File: src/rtl/wb_rr_arbiter.sv
// Two-master Wishbone (pipelined) arbiter: round-robin ownership, combinational
// owner<->slave muxing and a per-strobe watchdog that aborts silent transfers.

module wb_rr_master_port #(
    parameter int DATA_WIDTH = 32
) (
    input  logic                  owned,
    input  logic                  aborting,
    input  logic                  abort_err,
    input  logic [DATA_WIDTH-1:0] s_dat,
    input  logic                  s_ack,
    input  logic                  s_err,
    input  logic                  s_stall,
    output logic [DATA_WIDTH-1:0] dat,
    output logic                  ack,
    output logic                  err,
    output logic                  stall
);
    always_comb begin
        dat   = '0;
        ack   = 1'b0;
        err   = 1'b0;
        stall = 1'b1;
        if (owned) begin
            dat   = s_dat;
            ack   = s_ack;
            err   = s_err;
            stall = s_stall;
        end else if (aborting) begin
            err = abort_err;
        end
    end
endmodule

module wb_rr_arbiter #(
    parameter int ADDR_WIDTH = 32,
    parameter int DATA_WIDTH = 32,
    parameter int SEL_WIDTH  = DATA_WIDTH / 8,
    parameter int TIMEOUT    = 255
) (
    input  logic                  wb_clk,
    input  logic                  wb_rst,
    input  logic                  m0_wb_cyc,
    input  logic                  m0_wb_stb,
    input  logic                  m0_wb_we,
    input  logic [ADDR_WIDTH-1:0] m0_wb_adr,
    input  logic [DATA_WIDTH-1:0] m0_wb_dat_i,
    input  logic [SEL_WIDTH-1:0]  m0_wb_sel,
    output logic [DATA_WIDTH-1:0] m0_wb_dat_o,
    output logic                  m0_wb_ack,
    output logic                  m0_wb_err,
    output logic                  m0_wb_stall,
    input  logic                  m1_wb_cyc,
    input  logic                  m1_wb_stb,
    input  logic                  m1_wb_we,
    input  logic [ADDR_WIDTH-1:0] m1_wb_adr,
    input  logic [DATA_WIDTH-1:0] m1_wb_dat_i,
    input  logic [SEL_WIDTH-1:0]  m1_wb_sel,
    output logic [DATA_WIDTH-1:0] m1_wb_dat_o,
    output logic                  m1_wb_ack,
    output logic                  m1_wb_err,
    output logic                  m1_wb_stall,
    output logic                  s_wb_cyc,
    output logic                  s_wb_stb,
    output logic                  s_wb_we,
    output logic [ADDR_WIDTH-1:0] s_wb_adr,
    output logic [DATA_WIDTH-1:0] s_wb_dat_o,
    output logic [SEL_WIDTH-1:0]  s_wb_sel,
    input  logic [DATA_WIDTH-1:0] s_wb_dat_i,
    input  logic                  s_wb_ack,
    input  logic                  s_wb_err,
    input  logic                  s_wb_stall,
    output logic [1:0]            grant,
    output logic                  timeout
);
    localparam int WD_W = $clog2(TIMEOUT + 1);

    typedef enum logic [1:0] {IDLE, OWN0, OWN1, ABORT} state_t;

    state_t          state;
    logic            rr_ptr;
    logic [WD_W-1:0] wd_cnt;
    logic            abort_owner;

    logic [1:0]                 cyc, stb, we;
    logic [1:0][ADDR_WIDTH-1:0] adr;
    logic [1:0][DATA_WIDTH-1:0] wdat;
    logic [1:0][SEL_WIDTH-1:0]  sel;

    logic [1:0]                 owned, aborting;
    logic [1:0][DATA_WIDTH-1:0] rdat;
    logic [1:0]                 rack, rerr, rstall;

    logic own_valid, own_idx, other_idx, pending, wd_hit;

    assign cyc  = {m1_wb_cyc, m0_wb_cyc};
    assign stb  = {m1_wb_stb, m0_wb_stb};
    assign we   = {m1_wb_we, m0_wb_we};
    assign adr  = {m1_wb_adr, m0_wb_adr};
    assign wdat = {m1_wb_dat_i, m0_wb_dat_i};
    assign sel  = {m1_wb_sel, m0_wb_sel};

    assign own_valid = (state == OWN0) || (state == OWN1);
    assign own_idx   = (state == OWN1);
    assign other_idx = ~own_idx;
    assign owned     = {state == OWN1, state == OWN0};
    assign aborting  = {(state == ABORT) && abort_owner, (state == ABORT) && !abort_owner};
    assign grant     = owned;

    // Only strobes left hanging by the slave count toward the abort.
    assign pending = own_valid && s_wb_stb && !s_wb_ack && !s_wb_err;
    assign wd_hit  = pending && (wd_cnt == WD_W'(TIMEOUT - 1));

    always_comb begin
        s_wb_cyc   = 1'b0;
        s_wb_stb   = 1'b0;
        s_wb_we    = 1'b0;
        s_wb_adr   = '0;
        s_wb_dat_o = '0;
        s_wb_sel   = '0;
        if (own_valid) begin
            s_wb_cyc   = cyc[own_idx];
            s_wb_stb   = stb[own_idx] && cyc[own_idx];
            s_wb_we    = we[own_idx];
            s_wb_adr   = adr[own_idx];
            s_wb_dat_o = wdat[own_idx];
            s_wb_sel   = sel[own_idx];
        end
    end

    for (genvar g = 0; g < 2; g++) begin : g_port
        wb_rr_master_port #(.DATA_WIDTH(DATA_WIDTH)) u_port (
            .owned     (owned[g]),
            .aborting  (aborting[g]),
            .abort_err (timeout),
            .s_dat     (s_wb_dat_i),
            .s_ack     (s_wb_ack),
            .s_err     (s_wb_err),
            .s_stall   (s_wb_stall),
            .dat       (rdat[g]),
            .ack       (rack[g]),
            .err       (rerr[g]),
            .stall     (rstall[g])
        );
    end

    assign m0_wb_dat_o = rdat[0];
    assign m0_wb_ack   = rack[0];
    assign m0_wb_err   = rerr[0];
    assign m0_wb_stall = rstall[0];
    assign m1_wb_dat_o = rdat[1];
    assign m1_wb_ack   = rack[1];
    assign m1_wb_err   = rerr[1];
    assign m1_wb_stall = rstall[1];

    always_ff @(posedge wb_clk) begin
        if (wb_rst) begin
            state       <= IDLE;
            rr_ptr      <= 1'b0;
            wd_cnt      <= '0;
            abort_owner <= 1'b0;
            timeout     <= 1'b0;
        end else begin
            timeout <= 1'b0;
            case (state)
                IDLE: begin
                    wd_cnt <= '0;
                    if (cyc[0] && cyc[1]) state <= rr_ptr ? OWN1 : OWN0;
                    else if (cyc[0])      state <= OWN0;
                    else if (cyc[1])      state <= OWN1;
                end
                OWN0, OWN1: begin
                    if (!cyc[own_idx]) begin
                        // Release wins over the watchdog; hand straight over if the other waits.
                        rr_ptr <= other_idx;
                        wd_cnt <= '0;
                        state  <= cyc[other_idx] ? (other_idx ? OWN1 : OWN0) : IDLE;
                    end else if (wd_hit) begin
                        state       <= ABORT;
                        abort_owner <= own_idx;
                        timeout     <= 1'b1;
                        wd_cnt      <= '0;
                    end else if (pending) begin
                        wd_cnt <= wd_cnt + 1'b1;
                    end else begin
                        wd_cnt <= '0;
                    end
                end
                ABORT: begin
                    wd_cnt <= '0;
                    if (!cyc[abort_owner]) begin
                        state  <= IDLE;
                        rr_ptr <= ~abort_owner;
                    end
                end
                default: state <= IDLE;
            endcase
        end
    end
endmodule

File: config.mk
export PLATFORM = sky130hd
export DESIGN_NAME = wb_rr_arbiter
export DESIGN_NICKNAME = d
export VERILOG_FILES = /design/src/rtl/wb_rr_arbiter.sv
export SDC_FILE = /design/constraint.sdc
export NUM_CORES = 1
export LEC_CHECK = 0
export CAP_MARGIN = 5
export CELL_PAD_IN_SITES_DETAIL_PLACEMENT = 1
export CELL_PAD_IN_SITES_GLOBAL_PLACEMENT = 2
export CORE_ASPECT_RATIO = 0.7
export CORE_MARGIN = 5
export CORE_UTILIZATION = 12
export DETAILED_ROUTE_END_ITERATION = 6
export PLACE_DENSITY = 0.86
export SLEW_MARGIN = 20
export SYNTH_ARGS = -nofsm -noshare
export SYNTH_HDL_FRONTEND = slang
export SYNTH_HIERARCHICAL = 1
export SYNTH_SLANG_ARGS = --single-unit
File: constraint.sdc
create_clock -name wb_clk -period 5.85 [get_ports wb_clk]
set_input_delay 0.8775 -clock wb_clk [delete_from_list [all_inputs] [get_ports wb_clk]]
set_output_delay 0.8775 -clock wb_clk [all_outputs]
set_load 0.005 [all_outputs]
# Word-level counts from Yosys, hierarchy flattened
# Index checks and enable logic that the tools add are counted.
[totals]
out_inout_bits = 144
in_bits = 179
ff_bits = 13
word_cells = 91
[op_classes]
eq_ne = 8
mux = 50
n_reduce_logical = 20
add_sub_neg = 1
bitwise_logic = 4
n_lt_le_gt_ge = 3
[op_table]
columns = ["operator", "n"]
rows = [
  ["$mux 32", 8],
  ["$mux 1", 24],
  ["$mux 8", 3],
  ["$mux 2", 9],
  ["$pmux 8 s2", 1],
  ["$mux 4", 3],
  ["$reduce_and 3->1", 3],
  ["$add 8x1->8 const B", 1],
  ["$eq 8x8->1 const B", 1],
  ["$logic_and 1x1->1", 8],
  ["$lt 1x2->1 const B", 3],
  ["$pmux 2 s3", 1],
  ["$eq 2x2->1 const B", 2],
  ["$ne 2x2->1 const B", 2],
  ["$ne 4x4->1 const B", 1],
  ["$not 1->1", 4],
  ["$reduce_or 2->1", 2],
  ["$logic_not 1->1", 3],
  ["$ne 3x3->1 const B", 1],
  ["$reduce_or 3->1", 1],
  ["$eq 2x1->1 const B", 1],
  ["$logic_not 2->1", 1],
  ["$pmux 1 s2", 1],
  ["$reduce_bool 2->1", 1],
  ["$logic_or 1x1->1", 1],
]

# Depth between registers and ports, before layout
# Gate-level depths: netlist (run 1).
[depth]
word_depth = 12
mapped_depth = 8
depth_no_buf = 7

# Modules after synthesis
# The synthesis (run 1) kept the hierarchy.
[modules_own_cells]
columns = ["module", "cells_per_inst", "seq_area_each_um2", "n_inst", "area_each_um2"]
rows = [
  ["wb_rr_arbiter", 242, 260.2, 1, 1930.6],
  ["wb_rr_master_port", 40, 0.0, 2, 257.7],
]

# Worst setup path before layout (run 1)
# OpenSTA, ideal clock, no wires.
[synth_path]
path_type = "reg-to-output"
startpoint = "register state[0]"
endpoint = "output s_wb_adr[12]"
required_time_ns = 4.973
t_arrival_ns = 1.591
setup_slack_ns = 3.381
stages_incl_launch_ff = 7
path_buffers = 2
path_cell_list = "dfxtp_1 > inv_1 > ha_1 > buf_4 > clkbuf_1 > mux2i_1 > nor2b_1"
[synth_between]
elab_chain_len = 4
word_cells_on_any_way = 6
classes_between = "eq/ne: 2; mux: 3; reduce/logical: 1"
[synth_lines]
columns = ["item", "line_no", "rtl"]
rows = [
  ["from (decl)", "80", "state_t state;"],
  ["from (signal assigned)", "168", "if (cyc[0] && cyc[1]) state <= rr_ptr ? OWN1 : OWN0;"],
  ["from (signal assigned)", "177", "state <= cyc[other_idx] ? (other_idx ? OWN1 : OWN0) : IDLE;"],
  ["$eq 2x2->1 *", "104", "assign own_idx = (state == OWN1);"],
  ["named net own_idx", "94", "logic own_valid, own_idx, other_idx, pending, wd_hit;"],
  ["$mux 32 (implied by the code) (2 in a row)", "125", "s_wb_adr = adr[own_idx];"],
  ["$mux 32 *", "121", "if (own_valid) begin"],
  ["to (decl)", "66", "output logic [ADDR_WIDTH-1:0] s_wb_adr,"],
]
# The timed path passes the listed nets; every way through them passes the cells marked *. The select of a mux whose other input is x is not followed.

# Worst setup path after layout (run 1)
[layout_path]
startpoint = "register state[0]"
endpoint = "output s_wb_dat_o[3]"
[layout_between]
elab_chain_len = 4
word_cells_on_any_way = 6
classes_between = "eq/ne: 2; mux: 3; reduce/logical: 1"
[layout_lines]
columns = ["item", "line_no", "rtl"]
rows = [
  ["$eq 2x2->1", "103, 104", ""],
  ["$mux 32 (implied by the code) (2 in a row)", "126", "s_wb_dat_o = wdat[own_idx];"],
  ["$mux 32 *", "121", ""],
  ["to (decl)", "67", "output logic [DATA_WIDTH-1:0] s_wb_dat_o,"],
]
# Mark *: on every way between the ends. The rest lies on a longest branch, timed or not. The select of a mux whose other input is x is not followed.

==> impl_metrics.tcl, run 1 <==
set metrics [dict create \
    maxCapViolCount 0 \
    grt.overflow.total 0 \
    finalSetupTns_ns 0 \
    max_slew_margin_pct 42.6 \
    grt_max_degree 70 \
    area_growth_pct 146 \
    num_vias 3304 \
    cts_root_buf "clkbuf_16" \
    synthArstFlopShare_pct 0 \
    multi_input_area_um2 2070 \
    placed_area_um2 5940 \
    clkTransAtPathRegs_ns 0.04 \
    worstPathArrival_ns 2.78 \
    clk_latency_ns 0.24 \
    syn_inst 322 \
    gp_congestion 0.796 \
    ant_nets 0 \
    netlist.top_cell.by_area "mux2i_1" \
    dp_hpwl_mm 11.8 \
    clock-sinks 13 \
    die_h_um 129 \
    remaining_drc_errors 0 \
    period_needed_ns 3.66 \
    fillerInstances 2345 \
    core_um2 19900 \
    postLayoutCellArea_um2 6020 \
    wl_per_cell_um 15.3 \
    antenna_found_initial 0 \
    hold_buffers 0 \
    final_core_util_pct 30.2 \
    drive_gt1_share_pct 5.89 \
    cts_max_path_buffers 2 \
    synth_seq_area_share_pct 10.6 \
    hold_viol_final 0 \
    netlist_area_um2 2450 \
    post_cts_resized 0 \
    endpoint_kind "output port" \
    drt_wl_total_mm 13.7 \
    io_pins 323 \
    dieArea_um2 23400 \
    status "finished clean" \
    rsz0062_at_grt "no" \
    path_max_fanout 65 \
    firstDrtPassIters 4 \
    crit_type "flip-flop to output port" \
    synth.distinct_cells 33 \
    antenna_cells 0 \
    die_x_um 181 \
    dp_slack_ns 2.34 \
    routed_via_density 3.68 \
    io_buffers 322 \
    grt_pass1_wl_mm 19.6 \
    drt_iter0_drc 63 \
    yosysMostFrequentCell "mux2i_1" \
    yosys.area.top_type_share_pct 29.5 \
    syn-num-nets 508 \
    start_util_pct 12.3 \
    cp.required_ns 4.97 \
    seqCellArea_um2 260 \
    cts_made_buffers 3 \
    max_freq_mhz 273 \
    finalSetupViolCount 0 \
    p_leak_nw 2.13 \
    synthTopCellsByArea "mux2i_1, nor2b_1, dfxtp_1" \
    peakVddDrop_mv 0.210 \
    p_per_area_nw_per_um2 337 \
    cts_tree "done" \
    yosys_warnings 6 \
    fin_ws_ns 2.19 \
    htreeDepth 1 \
    synth_flop_cell "dfxtp_1" \
    min_path_type "flip-flop to flip-flop" \
    clock_skew_ns 0.00253 \
    synth_edf_count 0 \
    critPathLaunchType "flip-flop" \
    first_global_vias 3450 \
    postCtsSetupRepairBufs 0 \
    worstMarginPinSlew_ns 0.860 \
    period_share_pct 62.5 \
    avgSynthCellArea_um2 7.60 \
    grt_usage_pct 10.2 \
    ys_ff_latch 13 \
    maxSlewViolCount 0 \
    rows 43 \
    synthTopCellsByCount "mux2i_1, nor2b_1, and2_1" \
    final_nets 815 \
]
## cell families (layout without fill, tap and decap cells)
family | count (synthesis) | after routing | synth area share, %
and+or+nand+nor | 180 | 180 | 44.5
muxes | 74 | 74 | 30.4
buffers and inverters | 30 | 336 | 5.52
DFF | 13 | 13 | 10.6
AOI/OAI and AO/OA | 12 | 12 | 3.27
adders and majority gates | 7 | 7 | 3.58
xor gates and xnor gates | 6 | 6 | 2.15
## metrics by stage
stage               std cells  power [mW]  hold WS [ns]
finish                    898        2.03         0.468
global route              898        2.19         0.520
global placement          894        1.94         0.448
detailed placement        894        1.94         0.465
CTS                       898        2.08         0.475
floorplan                 322       0.902         0.430
## layout by cell type (no fill, tap or decap), types with 2 or more instances in the layout
cell	n
clkdlybuf4s50_1	322
clkbuf_16	3
nand4_1	2
mux2_2	2
o211ai_1	2
ha_2	2
nand3_1	4
a21boi_0	2
xor2_1	3
and2_2	26
dfxtp_1	13
o21ai_0	2
and2_1	41
nor3_1	2
or2b_1	2
nor2_1	17
nor2b_1	69
a21oi_1	3
nand2_1	11
inv_1	7
buf_4	3
xnor2_1	3
mux2i_1	72
ha_1	4
## path summary, 6_finish.rpt
check / start / end / slack [ns] / depth (start not counted)
worst min-delay path: wd_cnt[0]$_SDFF_PP0_ / wd_cnt[0]$_SDFF_PP0_ / 0.47 / 1
worst max-delay path: state[0]$_SDFFE_PP0P_ / s_wb_dat_o[3] / 2.19 / 6
worst max register to register: state[0]$_SDFFE_PP0P_ / state[1]$_SDFFE_PP0P_ / 3.27 / 6
worst min register to register: wd_cnt[0]$_SDFF_PP0_ / wd_cnt[0]$_SDFF_PP0_ / 0.47 / 1
## state kept, by name, summed over array words and instances (netlist names)
name	flops
rr_ptr	1
state	2
abort_owner	1
wd_cnt	8
timeout	1
## cell type report
cell class / instances / share of cell area (%)
tap: 270 / 5.61
clock buffer: 4 / 1.31
timing repair buffer: 325 / 53.9
inverter: 7 / 0.437
multi-input combinational: 279 / 34.4
sequential: 13 / 4.33
## power breakdown
group / switching (mW) / total (mW) / internal (mW)
logic: 0.694 / 1.80 / 1.10
registers: 0.00906 / 0.107 / 0.0979
clock network: 0.0342 / 0.126 / 0.0916
total: 0.738 / 2.03 / 1.29
## worst max-delay path, stage by stage, from the launching register on
cell,delay (ns)
dfxtp_1,0.33
inv_1,0.15
ha_4,0.73
buf_4,0.50
mux2i_1,0.14
nor2b_1,0.13
clkdlybuf4s50_1,0.54
## metal layers
layer	GRT usage (%)	part of all wire [%]	vias up	wire [µm]
li1	-	-	1669	-
met1	13.1	44	1466	6020
met2	17.4	47	161	6490
met3	3.25	8.1	8	1110
met4	1.20	0.77	0	106
met5	0	0	-	0
No activity file was read; power rests on OpenSTA's default activity.
==> run 2, diff against run 1 <==
--- a/config.mk
+++ b/config.mk
@@ -10,9 +10,9 @@
 export CELL_PAD_IN_SITES_GLOBAL_PLACEMENT = 2
 export CORE_ASPECT_RATIO = 0.7
 export CORE_MARGIN = 5
-export CORE_UTILIZATION = 12
+export CORE_UTILIZATION = 11
 export DETAILED_ROUTE_END_ITERATION = 6
-export PLACE_DENSITY = 0.86
+export PLACE_DENSITY = 0.8
 export SLEW_MARGIN = 20
 export SYNTH_ARGS = -nofsm -noshare
 export SYNTH_HDL_FRONTEND = slang
==> constraint.sdc (replaced) <==
create_clock -name wb_clk -period 3.7 [get_ports wb_clk]
set_input_delay 0.555 -clock wb_clk [delete_from_list [all_inputs] [get_ports wb_clk]]
set_output_delay 0.555 -clock wb_clk [all_outputs]
set_load 0.005 [all_outputs]
==> run 2 against run 1 <==
Against the previous run: register-to-register slack worse by 1.8 ns; count of clock-buffer cells in the layout is the same; sequential power increased by 59%; total power increased by 60%; final cell count increased by 1.6%; die area is 8.5% higher; critical path depth is 1 lower; worst hold slack got worse by 0.0059 ns; largest power group unchanged.
==> impl_metrics.tcl, run 2 (synthesized netlist as in run 1, its figures left out) <==
set metrics [dict create \
    hold_buffers 0 \
    io_buffers 322 \
    final_common_cell "clkdlybuf4s50_1" \
    start_util_pct 11.2 \
    dp_hpwl_mm 11.6 \
    crit_path_top_delay_cell "ha_2" \
    largest_reg_flops 8 \
    rsz0062_at_grt "no" \
    core_um2 21800 \
    crit_buf_inv 3 \
    htreeDepth 1 \
    final_core_util_pct 27.9 \
    drt_iter0_drc 37 \
    dieArea_um2 25400 \
    wl_per_cell_um 14.8 \
    cp.required_ns 3.14 \
    grt_util_met1_pct 12.0 \
    period_needed_ns 2.90 \
    max_slew_margin_pct 65.5 \
    reg_top3 "wd_cnt (8), state (2)" \
    num_vias 3340 \
    routed_via_density 3.66 \
    clock-sinks 13 \
    io_pins 323 \
    grt_pass1_wl_mm 19.4 \
    r2r_start "state[0]$_SDFFE_PP0P_" \
    grt_usage_pct 9.37 \
    endpoint_kind "output port" \
    postCtsSetupRepairBufs 0 \
    cts_made_buffers 3 \
    ant_nets 0 \
    finalSetupViolCount 0 \
    cts_max_path_buffers 2 \
    post_cts_resized 0 \
    p_per_area_nw_per_um2 536 \
    cts_tree "done" \
    met2_usage_pct 16.6 \
    p_leak_nw 2.15 \
    worstSetupStartpoint "state[0]$_SDFFE_PP0P_" \
    peakVddDrop_mv 0.269 \
    whs_ns 0.462 \
    crit_cells 5 \
    first_global_vias 3452 \
    grt_max_degree 72 \
    r2r-end "wd_cnt[6]$_SDFF_PP0_" \
    area_growth_pct 148 \
    drt_wl_total_mm 13.5 \
    drive_gt1_share_pct 6.03 \
    status "finished clean" \
    r2r_slack_ns 1.48 \
    period_share_pct 78.5 \
    busiest_layer "met2" \
    clkTransAtPathRegs_ns 0.05 \
    clock_skew_ns 0.00324 \
    endpoint "s_wb_dat_o[22]" \
    cts_root_buf "clkbuf_16" \
    worstPathArrival_ns 2.35 \
    grt.overflow.total 0 \
    die_x_um 188 \
    final_cells 912 \
    holdCritStartpoint "wd_cnt[0]$_SDFF_PP0_" \
    remaining_drc_errors 0 \
    rr_worst_depth 6 \
    final_nets 817 \
    path_max_fanout 19 \
    rows 45 \
    die_h_um 135 \
    maxCapViolCount 0 \
    gp_congestion 0.715 \
    top_register "wd_cnt" \
    slowest_delay_ns 0.58 \
    max_freq_mhz 344 \
    min_path_type "flip-flop to flip-flop" \
    crit_chain "inv_1, ha_2, buf_4, nor2b_1, clkdlybuf4s50_1" \
    mostFrequentLayoutCells "clkdlybuf4s50_1, mux2i_1, nor2b_1" \
    maxSlewViolCount 0 \
    clk_latency_ns 0.24 \
    finalSetupTns_ns 0 \
    critPathLaunchType "flip-flop" \
    antenna_found_initial 0 \
    antenna_cells 0 \
    crit_type "flip-flop to output port" \
    path_delay_family "buffers and inverters" \
    grt_use_met3_pct 2.45 \
    hold_viol_final 0 \
    placed_cells_incl_taps 908 \
    worstMarginPinSlew_ns 0.517 \
    firstDrtPassIters 4 \
]
-- run 2: changes by cell type in the layout (fill, tap and decap cells not counted) --
cell / before / now
buf_12: 0 / 2
ha_1: 4 / 5
ha_2: 2 / 1
-- run 2: layer usage --
layer  vias to the layer above  part of all wire (%)
li1                       1670                     -
met4                         0                  0.35
met2                       142                    50
met3                         6                   8.0
met5                         -                     0
met1                      1522                    42
-- run 2: worst min path at each step --
stage	end	slack [ns]	cells past startpoint
after floorplan	wd_cnt[0]$_SDFF_PP0_	0.43	1
after global placement	wd_cnt[0]$_SDFF_PP0_	0.45	1
after detailed placement	wd_cnt[0]$_SDFF_PP0_	0.46	1
after CTS	wd_cnt[0]$_SDFF_PP0_	0.47	1
after global routing	wd_cnt[0]$_SDFF_PP0_	0.50	1
final	wd_cnt[0]$_SDFF_PP0_	0.46	1
-- run 2: per-stage QoR --
stage | setup WS, ns | power, mW | instance area, µm²
6_report | 0.795 | 3.25 | 6070
5_1_grt | 0.634 | 3.50 | 6070
2_1_floorplan | 1.55 | 1.43 | 2450
4_1_cts | 0.733 | 3.33 | 6070
3_5_place_dp | 0.963 | 3.10 | 5990
3_3_place_gp | 0.998 | 3.12 | 5990
-- run 2: report_power, final --
| group | leakage [nW] | switching [mW] | internal, mW |
|---|---|---|---|
| Sequential | 0.105 | 0.0150 | 0.155 |
| Clock | 0.0382 | 0.0592 | 0.145 |
| Combinational | 2.01 | 1.10 | 1.78 |
| Total | 2.15 | 1.17 | 2.08 |
-- run 2: area by class of cell --
type / instances / area, µm²
Sequential cell: 13 / 260
Inverter: 7 / 26.3
Clock buffer: 4 / 78.8
Multi-Input combinational cell: 279 / 2070
Tap cell: 282 / 353
Fill cell: 2601 / 15700
Timing Repair Buffer: 327 / 3290
==> run 3, diff against run 2 <==
--- a/config.mk
+++ b/config.mk
@@ -10,9 +10,9 @@
 export CELL_PAD_IN_SITES_GLOBAL_PLACEMENT = 2
 export CORE_ASPECT_RATIO = 0.7
 export CORE_MARGIN = 5
-export CORE_UTILIZATION = 11
+export CORE_UTILIZATION = 10
 export DETAILED_ROUTE_END_ITERATION = 6
-export PLACE_DENSITY = 0.8
+export PLACE_DENSITY = 0.77
 export SLEW_MARGIN = 20
 export SYNTH_ARGS = -nofsm -noshare
 export SYNTH_HDL_FRONTEND = slang
==> constraint.sdc (replaced) <==
create_clock -name wb_clk -period 2.5 [get_ports wb_clk]
set_input_delay 0.375 -clock wb_clk [delete_from_list [all_inputs] [get_ports wb_clk]]
set_output_delay 0.375 -clock wb_clk [all_outputs]
set_load 0.005 [all_outputs]
==> run 3 against run 2 <==
Against the previous run: core utilization shrank 1.6 points; cell area grew 3.3%; non-clock buffer count grew 10; count of clock-buffer cells in the layout is 1 lower; setup slack worse by 0.67 ns; worst hold slack got worse by 0.0044 ns; global-route usage fell by 0.18 points; final cell count grew 5.0%; die area is 9.3% higher; critical path type unchanged; critical endpoint is now s_wb_dat_o[23].
==> impl_metrics.tcl, run 3 (synthesized netlist as in run 1, its figures left out) <==
set metrics [dict create \
    status "finished clean" \
    path_max_fanout 10 \
    peakVddDrop_mv 0.324 \
    endpoint_kind "output port" \
    grt.overflow.total 0 \
    grt_max_degree 43 \
    io_pins 323 \
    clk_latency_ns 0.24 \
    reg_top3 "wd_cnt (8), state (2)" \
    dp_hpwl_mm 12.2 \
    placed_cells_incl_taps 950 \
    die_h_um 141 \
    slowest_delay_ns 0.54 \
    gp_congestion 0.785 \
    final_cells 958 \
    num_vias 3382 \
    top_register "wd_cnt" \
    cts_root_buf "clkbuf_16" \
    hold_viol_final 0 \
    clock_skew_ns 0.00238 \
    maxCapViolCount 0 \
    io_buffers 322 \
    path_delay_family "buffers and inverters" \
    grt_usage_pct 9.19 \
    max_freq_mhz 422 \
    clkTransAtPathRegs_ns 0.05 \
    mostFrequentLayoutCells "clkdlybuf4s50_1, mux2i_1, nor2b_1" \
    fin_ws_ns 0.128 \
    crit_buf_inv 4 \
    grt_pass1_wl_mm 20.7 \
    firstDrtPassIters 4 \
    largest_reg_flops 8 \
    postLayoutCellArea_um2 6270 \
    max_slew_margin_pct 75.8 \
    antenna_cells 0 \
    antenna_found_initial 0 \
    routed_via_density 3.53 \
    final_core_util_pct 26.3 \
    crit_path_top_delay_cell "clkdlybuf4s50_1" \
    fillerInstances 2809 \
    core_um2 23900 \
    final_nets 827 \
    r2r_start "state[1]$_SDFFE_PP0P_" \
    htreeDepth 1 \
    cts_made_buffers 3 \
    cp.required_ns 2.12 \
    drt_wl_total_mm 14.3 \
    drive_gt1_share_pct 8.28 \
    rows 47 \
    ant_nets 0 \
    dieArea_um2 27700 \
    finalSetupTns_ns 0 \
    p_leak_nw 2.23 \
    period_share_pct 94.9 \
    crit_type "flip-flop to output port" \
    critPathLaunchType "flip-flop" \
    crit_chain "inv_2, ha_4, buf_12, buf_4, mux2i_1, nor2b_1, clkdlybuf4s50_1" \
    start_util_pct 10.2 \
    period_needed_ns 2.37 \
    drt_iter0_drc 54 \
    wl_per_cell_um 14.9 \
    dp_slack_ns 0.174 \
    final_common_cell "clkdlybuf4s50_1" \
    first_global_vias 3558 \
    area_growth_pct 156 \
    p_per_area_nw_per_um2 830 \
    worstSetupStartpoint "state[0]$_SDFFE_PP0P_" \
    clock-sinks 13 \
    maxSlewViolCount 0 \
    worstPathArrival_ns 2.00 \
    worstMarginPinSlew_ns 0.362 \
    cts_tree "done" \
    die_x_um 197 \
    holdCritStartpoint "wd_cnt[0]$_SDFF_PP0_" \
    cts_max_path_buffers 2 \
    rsz0062_at_grt "no" \
    min_path_type "flip-flop to flip-flop" \
    remaining_drc_errors 0 \
    finalSetupViolCount 0 \
    placed_area_um2 6110 \
]
run 3: metrics by stage:
stage	total power [mW]	hold WS (ns)
final	5.20	0.458
after global routing	5.61	0.477
after CTS	5.33	0.465
after detailed placement	4.76	0.454
after global placement	4.76	0.444
after floorplan	2.11	0.430
run 3: final cells by class:
cell class,count,area (µm²),share of cell area [%]
Tap cell,318,398,6.34
Multi-Input combinational cell,279,2080,33.1
Timing Repair Buffer,337,3430,54.6
Sequential cell,13,263,4.19
Clock buffer,3,75.1,1.20
Inverter,7,26.3,0.419
Clock inverter,1,5.00,0.0798
run 3: where the power goes:
part	switching (mW)	internal (mW)	leakage (nW)	total, mW
registers	0.0243	0.232	0.106	0.257
clock network	0.0934	0.213	0.0409	0.307
logic	1.76	2.88	2.08	4.64
run 3: worst paths after layout:
kind         slack (ns)              endpoint  cells after the start
max                0.13        s_wb_dat_o[23]                      7
min                0.46  wd_cnt[0]$_SDFF_PP0_                      1
max reg2reg        0.46  wd_cnt[6]$_SDFF_PP0_                      8
min reg2reg        0.46  wd_cnt[0]$_SDFF_PP0_                      1
run 3: routing by layer:
metal	global-route usage [%]	wire, µm
met2	16.2	6830
met4	0.948	123
met3	2.81	1210
met1	11.4	6100
met5	0	0
run 3: repair_timing:
action,in CTS,in global routing
pin swaps,1,0
endpoints found under the setup margin,35,32
endpoints found under the hold margin,0,0
gates cloned,1,0
hold buffers,0,0
resized for setup,3,5
buffers inserted,3,0
